==> src/rtl/uart_tx_arbiter.sv <==
// uart_tx_arbiter
// Round-robin, packet-locked arbiter that lets several message sources share
// the single push port of the UART TX FIFO. A source is granted for a whole
// packet (up to its 'last' byte), so bytes from different sources never
// interleave. A watchdog evicts an owner that stops making progress, and an
// owner that drops its request mid-packet is treated as an abort.
module uart_tx_arbiter #(
  parameter int NUM_REQ     = 3,
  parameter int TIMEOUT_CYC = 1000,
  parameter int CNT_W       = 10
) (
  input  logic                 clk,
  input  logic                 reset_n,
  input  logic [NUM_REQ-1:0]   req,
  input  logic [NUM_REQ-1:0]   req_valid,
  input  logic [NUM_REQ-1:0]   req_last,
  input  logic [8*NUM_REQ-1:0] req_data,
  output logic [NUM_REQ-1:0]   req_ready,
  output logic [NUM_REQ-1:0]   grant,
  input  logic                 tx_full,
  output logic                 tx_push,
  output logic [7:0]           tx_push_data,
  output logic                 busy,
  output logic                 pkt_done,
  output logic                 timeout_err
);

  localparam int                 OW             = (NUM_REQ > 1) ? $clog2(NUM_REQ) : 1;
  localparam logic [CNT_W-1:0]   WDOG_LAST      = CNT_W'(TIMEOUT_CYC - 1);
  localparam logic [CNT_W-1:0]   WDOG_ONE       = {{(CNT_W-1){1'b0}}, 1'b1};
  localparam logic [NUM_REQ-1:0] GRANT_ONE      = {{(NUM_REQ-1){1'b0}}, 1'b1};
  localparam logic [OW-1:0]      LAST_OWNER_RST = OW'(NUM_REQ - 1);

  typedef enum logic [0:0] {
    ST_IDLE = 1'b0,
    ST_XFER = 1'b1
  } state_t;

  state_t               state_q, state_d;
  logic [NUM_REQ-1:0]   grant_q, grant_d;
  logic [OW-1:0]        owner_q, owner_d;
  logic [OW-1:0]        last_owner_q, last_owner_d;
  logic [CNT_W-1:0]     wdog_q, wdog_d;
  logic                 busy_q, busy_d;
  logic                 pkt_done_q, pkt_done_d;
  logic                 timeout_err_q, timeout_err_d;

  logic                 own_req_s;
  logic                 own_valid_s;
  logic                 own_last_s;
  logic [7:0]           own_data_s;
  logic                 ready_ok_s;
  logic                 hs_s;

  logic                 pick_found_s;
  logic [OW-1:0]        pick_idx_s;
  logic [OW-1:0]        cand_idx_s;
  int                   cand_s;

  // Select the current owner's request, valid, last and data lanes (grant is one-hot or zero).
  always_comb begin
    own_req_s   = 1'b0;
    own_valid_s = 1'b0;
    own_last_s  = 1'b0;
    own_data_s  = 8'h00;
    for (int i = 0; i < NUM_REQ; i++) begin
      own_req_s   = own_req_s   | (grant_q[i] & req[i]);
      own_valid_s = own_valid_s | (grant_q[i] & req_valid[i]);
      own_last_s  = own_last_s  | (grant_q[i] & req_last[i]);
      own_data_s  = own_data_s  | (req_data[8*i +: 8] & {8{grant_q[i]}});
    end
  end

  // The FIFO sees full and push in the same cycle, so ready is a pure function of tx_full.
  assign ready_ok_s   = (state_q == ST_XFER) & own_req_s & ~tx_full;
  assign hs_s         = ready_ok_s & own_valid_s;
  assign req_ready    = grant_q & {NUM_REQ{ready_ok_s}};
  assign tx_push      = hs_s;
  assign tx_push_data = own_data_s;

  assign grant       = grant_q;
  assign busy        = busy_q;
  assign pkt_done    = pkt_done_q;
  assign timeout_err = timeout_err_q;

  // Rotating search: first requester after the previous owner, wrapping around.
  always_comb begin
    pick_found_s = 1'b0;
    pick_idx_s   = {OW{1'b0}};
    cand_s       = 0;
    cand_idx_s   = {OW{1'b0}};
    for (int k = 1; k <= NUM_REQ; k++) begin
      cand_s     = (int'(last_owner_q) + k) % NUM_REQ;
      cand_idx_s = OW'(cand_s);
      if (!pick_found_s && req[cand_idx_s]) begin
        pick_found_s = 1'b1;
        pick_idx_s   = cand_idx_s;
      end else begin
        pick_found_s = pick_found_s;
      end
    end
  end

  // Next-state logic: grant on request, release on last byte, abort or watchdog expiry.
  always_comb begin
    state_d       = state_q;
    grant_d       = grant_q;
    owner_d       = owner_q;
    last_owner_d  = last_owner_q;
    wdog_d        = wdog_q;
    pkt_done_d    = 1'b0;
    timeout_err_d = 1'b0;
    case (state_q)
      ST_IDLE: begin
        wdog_d = {CNT_W{1'b0}};
        if (pick_found_s) begin
          state_d = ST_XFER;
          grant_d = GRANT_ONE << pick_idx_s;
          owner_d = pick_idx_s;
        end else begin
          state_d = ST_IDLE;
          grant_d = {NUM_REQ{1'b0}};
        end
      end
      ST_XFER: begin
        if (!own_req_s) begin
          // Owner withdrew its request before the last byte: abort wins over valid.
          state_d       = ST_IDLE;
          grant_d       = {NUM_REQ{1'b0}};
          last_owner_d  = owner_q;
          wdog_d        = {CNT_W{1'b0}};
          timeout_err_d = 1'b1;
        end else if (hs_s) begin
          // A transferred byte always restarts the watchdog, even on its final count.
          wdog_d = {CNT_W{1'b0}};
          if (own_last_s) begin
            state_d      = ST_IDLE;
            grant_d      = {NUM_REQ{1'b0}};
            last_owner_d = owner_q;
            pkt_done_d   = 1'b1;
          end else begin
            state_d = ST_XFER;
          end
        end else if (wdog_q == WDOG_LAST) begin
          state_d       = ST_IDLE;
          grant_d       = {NUM_REQ{1'b0}};
          last_owner_d  = owner_q;
          wdog_d        = {CNT_W{1'b0}};
          timeout_err_d = 1'b1;
        end else begin
          // FIFO-full stalls count as idle cycles too.
          wdog_d = wdog_q + WDOG_ONE;
        end
      end
      default: begin
        state_d      = ST_IDLE;
        grant_d      = {NUM_REQ{1'b0}};
        owner_d      = {OW{1'b0}};
        last_owner_d = LAST_OWNER_RST;
        wdog_d       = {CNT_W{1'b0}};
      end
    endcase
    busy_d = (state_d == ST_XFER);
  end

  // State and registered outputs; reset abandons any packet in flight.
  always_ff @(posedge clk or negedge reset_n) begin
    if (!reset_n) begin
      state_q       <= ST_IDLE;
      grant_q       <= {NUM_REQ{1'b0}};
      owner_q       <= {OW{1'b0}};
      last_owner_q  <= LAST_OWNER_RST;
      wdog_q        <= {CNT_W{1'b0}};
      busy_q        <= 1'b0;
      pkt_done_q    <= 1'b0;
      timeout_err_q <= 1'b0;
    end else begin
      state_q       <= state_d;
      grant_q       <= grant_d;
      owner_q       <= owner_d;
      last_owner_q  <= last_owner_d;
      wdog_q        <= wdog_d;
      busy_q        <= busy_d;
      pkt_done_q    <= pkt_done_d;
      timeout_err_q <= timeout_err_d;
    end
  end

endmodule

==> config.mk <==
export PLATFORM = sky130hd
export DESIGN_NAME = uart_tx_arbiter
export DESIGN_NICKNAME = d
export VERILOG_FILES = /design/src/rtl/uart_tx_arbiter.sv
export SDC_FILE = /design/constraint.sdc
export NUM_CORES = 1
export LEC_CHECK = 0
export ABC_AREA = 1
export BUFFER_PORTS_ARGS = -buffer_cell sky130_fd_sc_hd__buf_2
export CAP_MARGIN = 20
export CORE_MARGIN = 4
export CORE_UTILIZATION = 45
export DETAILED_ROUTE_END_ITERATION = 8
export PLACE_DENSITY = 0.77
export SLEW_MARGIN = 20
export SYNTH_ARGS = -nofsm -noshare
export SYNTH_HDL_FRONTEND = slang
export SYNTH_SLANG_ARGS = --single-unit
==> constraint.sdc <==
create_clock -name clk -period 2.1 [get_ports clk]
set_input_delay 0.105 -clock clk [delete_from_list [all_inputs] [get_ports clk]]
set_output_delay 0.105 -clock clk [all_outputs]
set_load 0.02 [all_outputs]
==> metrics <==
status=finished, final reports clean; initial core utilization=47.6%; HP Class=in -> reg; syn_area_per_cell=7.31 sq um; total negative setup slack=0 ps; Final Max Slew Viols=0; n_diodes=0; CP Max Fanout=14; DR WL/cell=10.8 um; Relative slew margins=67.1%; Die H=65.3 um; setup violators final=0; number of max-cap violations=0; min Tclk post-route=1810 ps; vias per cell=4.82; Ports=54; initial detailed-routing violation count=69; Req. time, crit path=2000 ps; Mapped Area=1480 sq um; routability cong.=0.859; worst-margin pin slew=493 ps; Synth area leader=dfrtp_1; synth-to-layout area growth=22.4%; Synth warnings=0; Core ar.=3100 sq um; post-route ant nets=0; Post-DP HPWL=2580 um; most used cell along the critical path=nand2_4; Multi-input gate area=840 sq um; CP startpoint kind=flop; vias post-DR=1,441; Register Area=502 sq um; DR DRC count=0; sequential-to-total area share from yosys stat=34.0%; share of the synthesized area in the top cell type=32.2%; IO Port Bufs=53; final worst-path cycle share=86.4%; syn nets=243; Worst path max stage delay=660 ps; clock sink count=20; Worst Clk Skew=6.29 ps; die extent in x=65.3 um; largest net degree at the start of global routing=21; Worst VDD drop=0.513 mV; GRT Total Usage=16.7%; RSZ-0062 raised after global routing=no; CP cell instances=nand2_1 > nand3_4 > nand2_4 > inv_4 > nand2_4 > inv_1 > buf_2; Psw=1010 uW; Clk pwr share=11.1%; # fillers=314; vias in the first global route=1,377; first-pass GRT wire length=5640 um; fmax=0.551 GHz; Rows=20; synth top area cells=dfrtp_1, nand2_1, nand3_1, inv_1, nor2_1; TritonCTS Buffers=3; Clk Latency, worst-skew pair=300 ps; WL final=3240 um; Bufs and invs on worst path=3; CP max stage cell=dfrtp_1; crit end category=output pin; Internal Power=984 uW; WS Path Type=reg -> out; DR pass1 iterations=4; ratio of cells with drive above 1 in the final layout=32.9%; final hold vios=0; Top Family by Delay on Critical Path=flip-flops; setup bufs post-CTS=0; post-cts resize count=0; hold buffers post-CTS=1; most common cell after layout, fill and taps aside=nand2_1; Clock Pin Slew Worst Setup and Hold Paths=110 ps; grt ovf=0; initial antenna violation count=0; unique cell type count in the Yosys netlist=33; Reg power frac=30.9%; Clock Tree Root=clkbuf_4; count of non-filler cells in the finished layout=299; clk buf depth=2; Data arrival, critical path=1710 ps; synthesized instance count=202; Yosys reg bits=20; CTS tree=yes; Switching Fraction=50.6%; Die ar.=4260 sq um; PD cells=1100 nW/um^2; Hold Slack=142 ps; Layout Nets=297; Static Leak=0.000980 uW; most frequent cells in the layout=nand2_1, buf_2, nand3_1; placed cell count=294; Comb power frac=58.1%; H-tree Lvls=1
==> state kept, by name, summed over array words and instances (netlist names) <==
signal	cells
pkt_done	1
timeout_err	1
last_owner_q	2
grant	3
wdog_q	10
owner_q	2
busy	1
==> per-stage QoR <==
stage               total power (uW)  util [%]  instance area [sq um]  setup WS [ps]
finish                          1990      58.2                   1810            286
global route                    2180      58.2                   1810            172
CTS                             2020      58.2                   1810            278
detailed placement              1780      56.7                   1760            408
global placement                1770      56.7                   1760            441
floorplan                       1510         -                   1480            482
==> final cells by class <==
type,count,share of cell area [%]
clock buffer,4,2.01
inverter,23,5.06
multi-input combinational,153,46.5
sequential,20,27.8
tap,44,3.05
timing repair buffer,55,15.7
==> worst reg2reg max path, stage by stage (launching register included) <==
cell     delay (ps)
dfstp_2         580
ha_1            320
o21ai_0         220
nand2_1         130
nand3_1         100
nor2_1           50
o21ai_1         170
nand2_1          60
==> cells by family (layout without fill, tap and decap cells) <==
family	Yosys count	count (layout)	synth area share [%]
simple gates	135	135	46.4
buf+inv	29	82	9.15
flops	20	20	34.0
compound gates	11	11	5.00
fa+ha+maj	5	5	4.24
xor+xnor	2	2	1.19
==> synthesized netlist by cell type, drive strengths merged <==
cell     n
nand4    6
a21boi   1
nand2   74
ha       5
o21ai    7
xnor2    1
dfstp    1
nor2    21
inv     23
a31oi    1
a21oi    2
xor2     1
nand3   26
clkbuf   1
buf      5
nor4     1
nor3     7
dfrtp   19
==> power groups by stage <==
stage | Sequential, uW | Clock (uW) | Combinational [uW]
floorplan | 598 | 0 | 914
finish | 615 | 220 | 1160
detailed placement | 623 | 0 | 1160
global placement | 623 | 0 | 1150
CTS | 615 | 231 | 1170
global route | 635 | 242 | 1300
==> path summary, 6_finish.rpt <==
check                                 from         endpoint  slack, ps  cells after the start
setup / recovery                  grant[2]          tx_push        290                      7
hold / removal                 req_last[0]         pkt_done        140                      3
max in group asynchronous          reset_n  last_owner_q[1]       1510                      2
setup reg to reg           last_owner_q[1]         grant[1]        370                      7
min in group asynchronous          reset_n        wdog_q[7]        260                      2
hold reg to reg            last_owner_q[1]  last_owner_q[1]        490                      2
==> per-layer routing <==
layer / GRT usage (%) / up-vias / wire length, um
met5: 0 / - / 0
met4: 4.92 / 0 / 34
met3: 3.76 / 5 / 166
met2: 27.9 / 39 / 1590
met1: 21.3 / 647 / 1450
li1: - / 750 / -
Power figures use the tool's default switching activity.
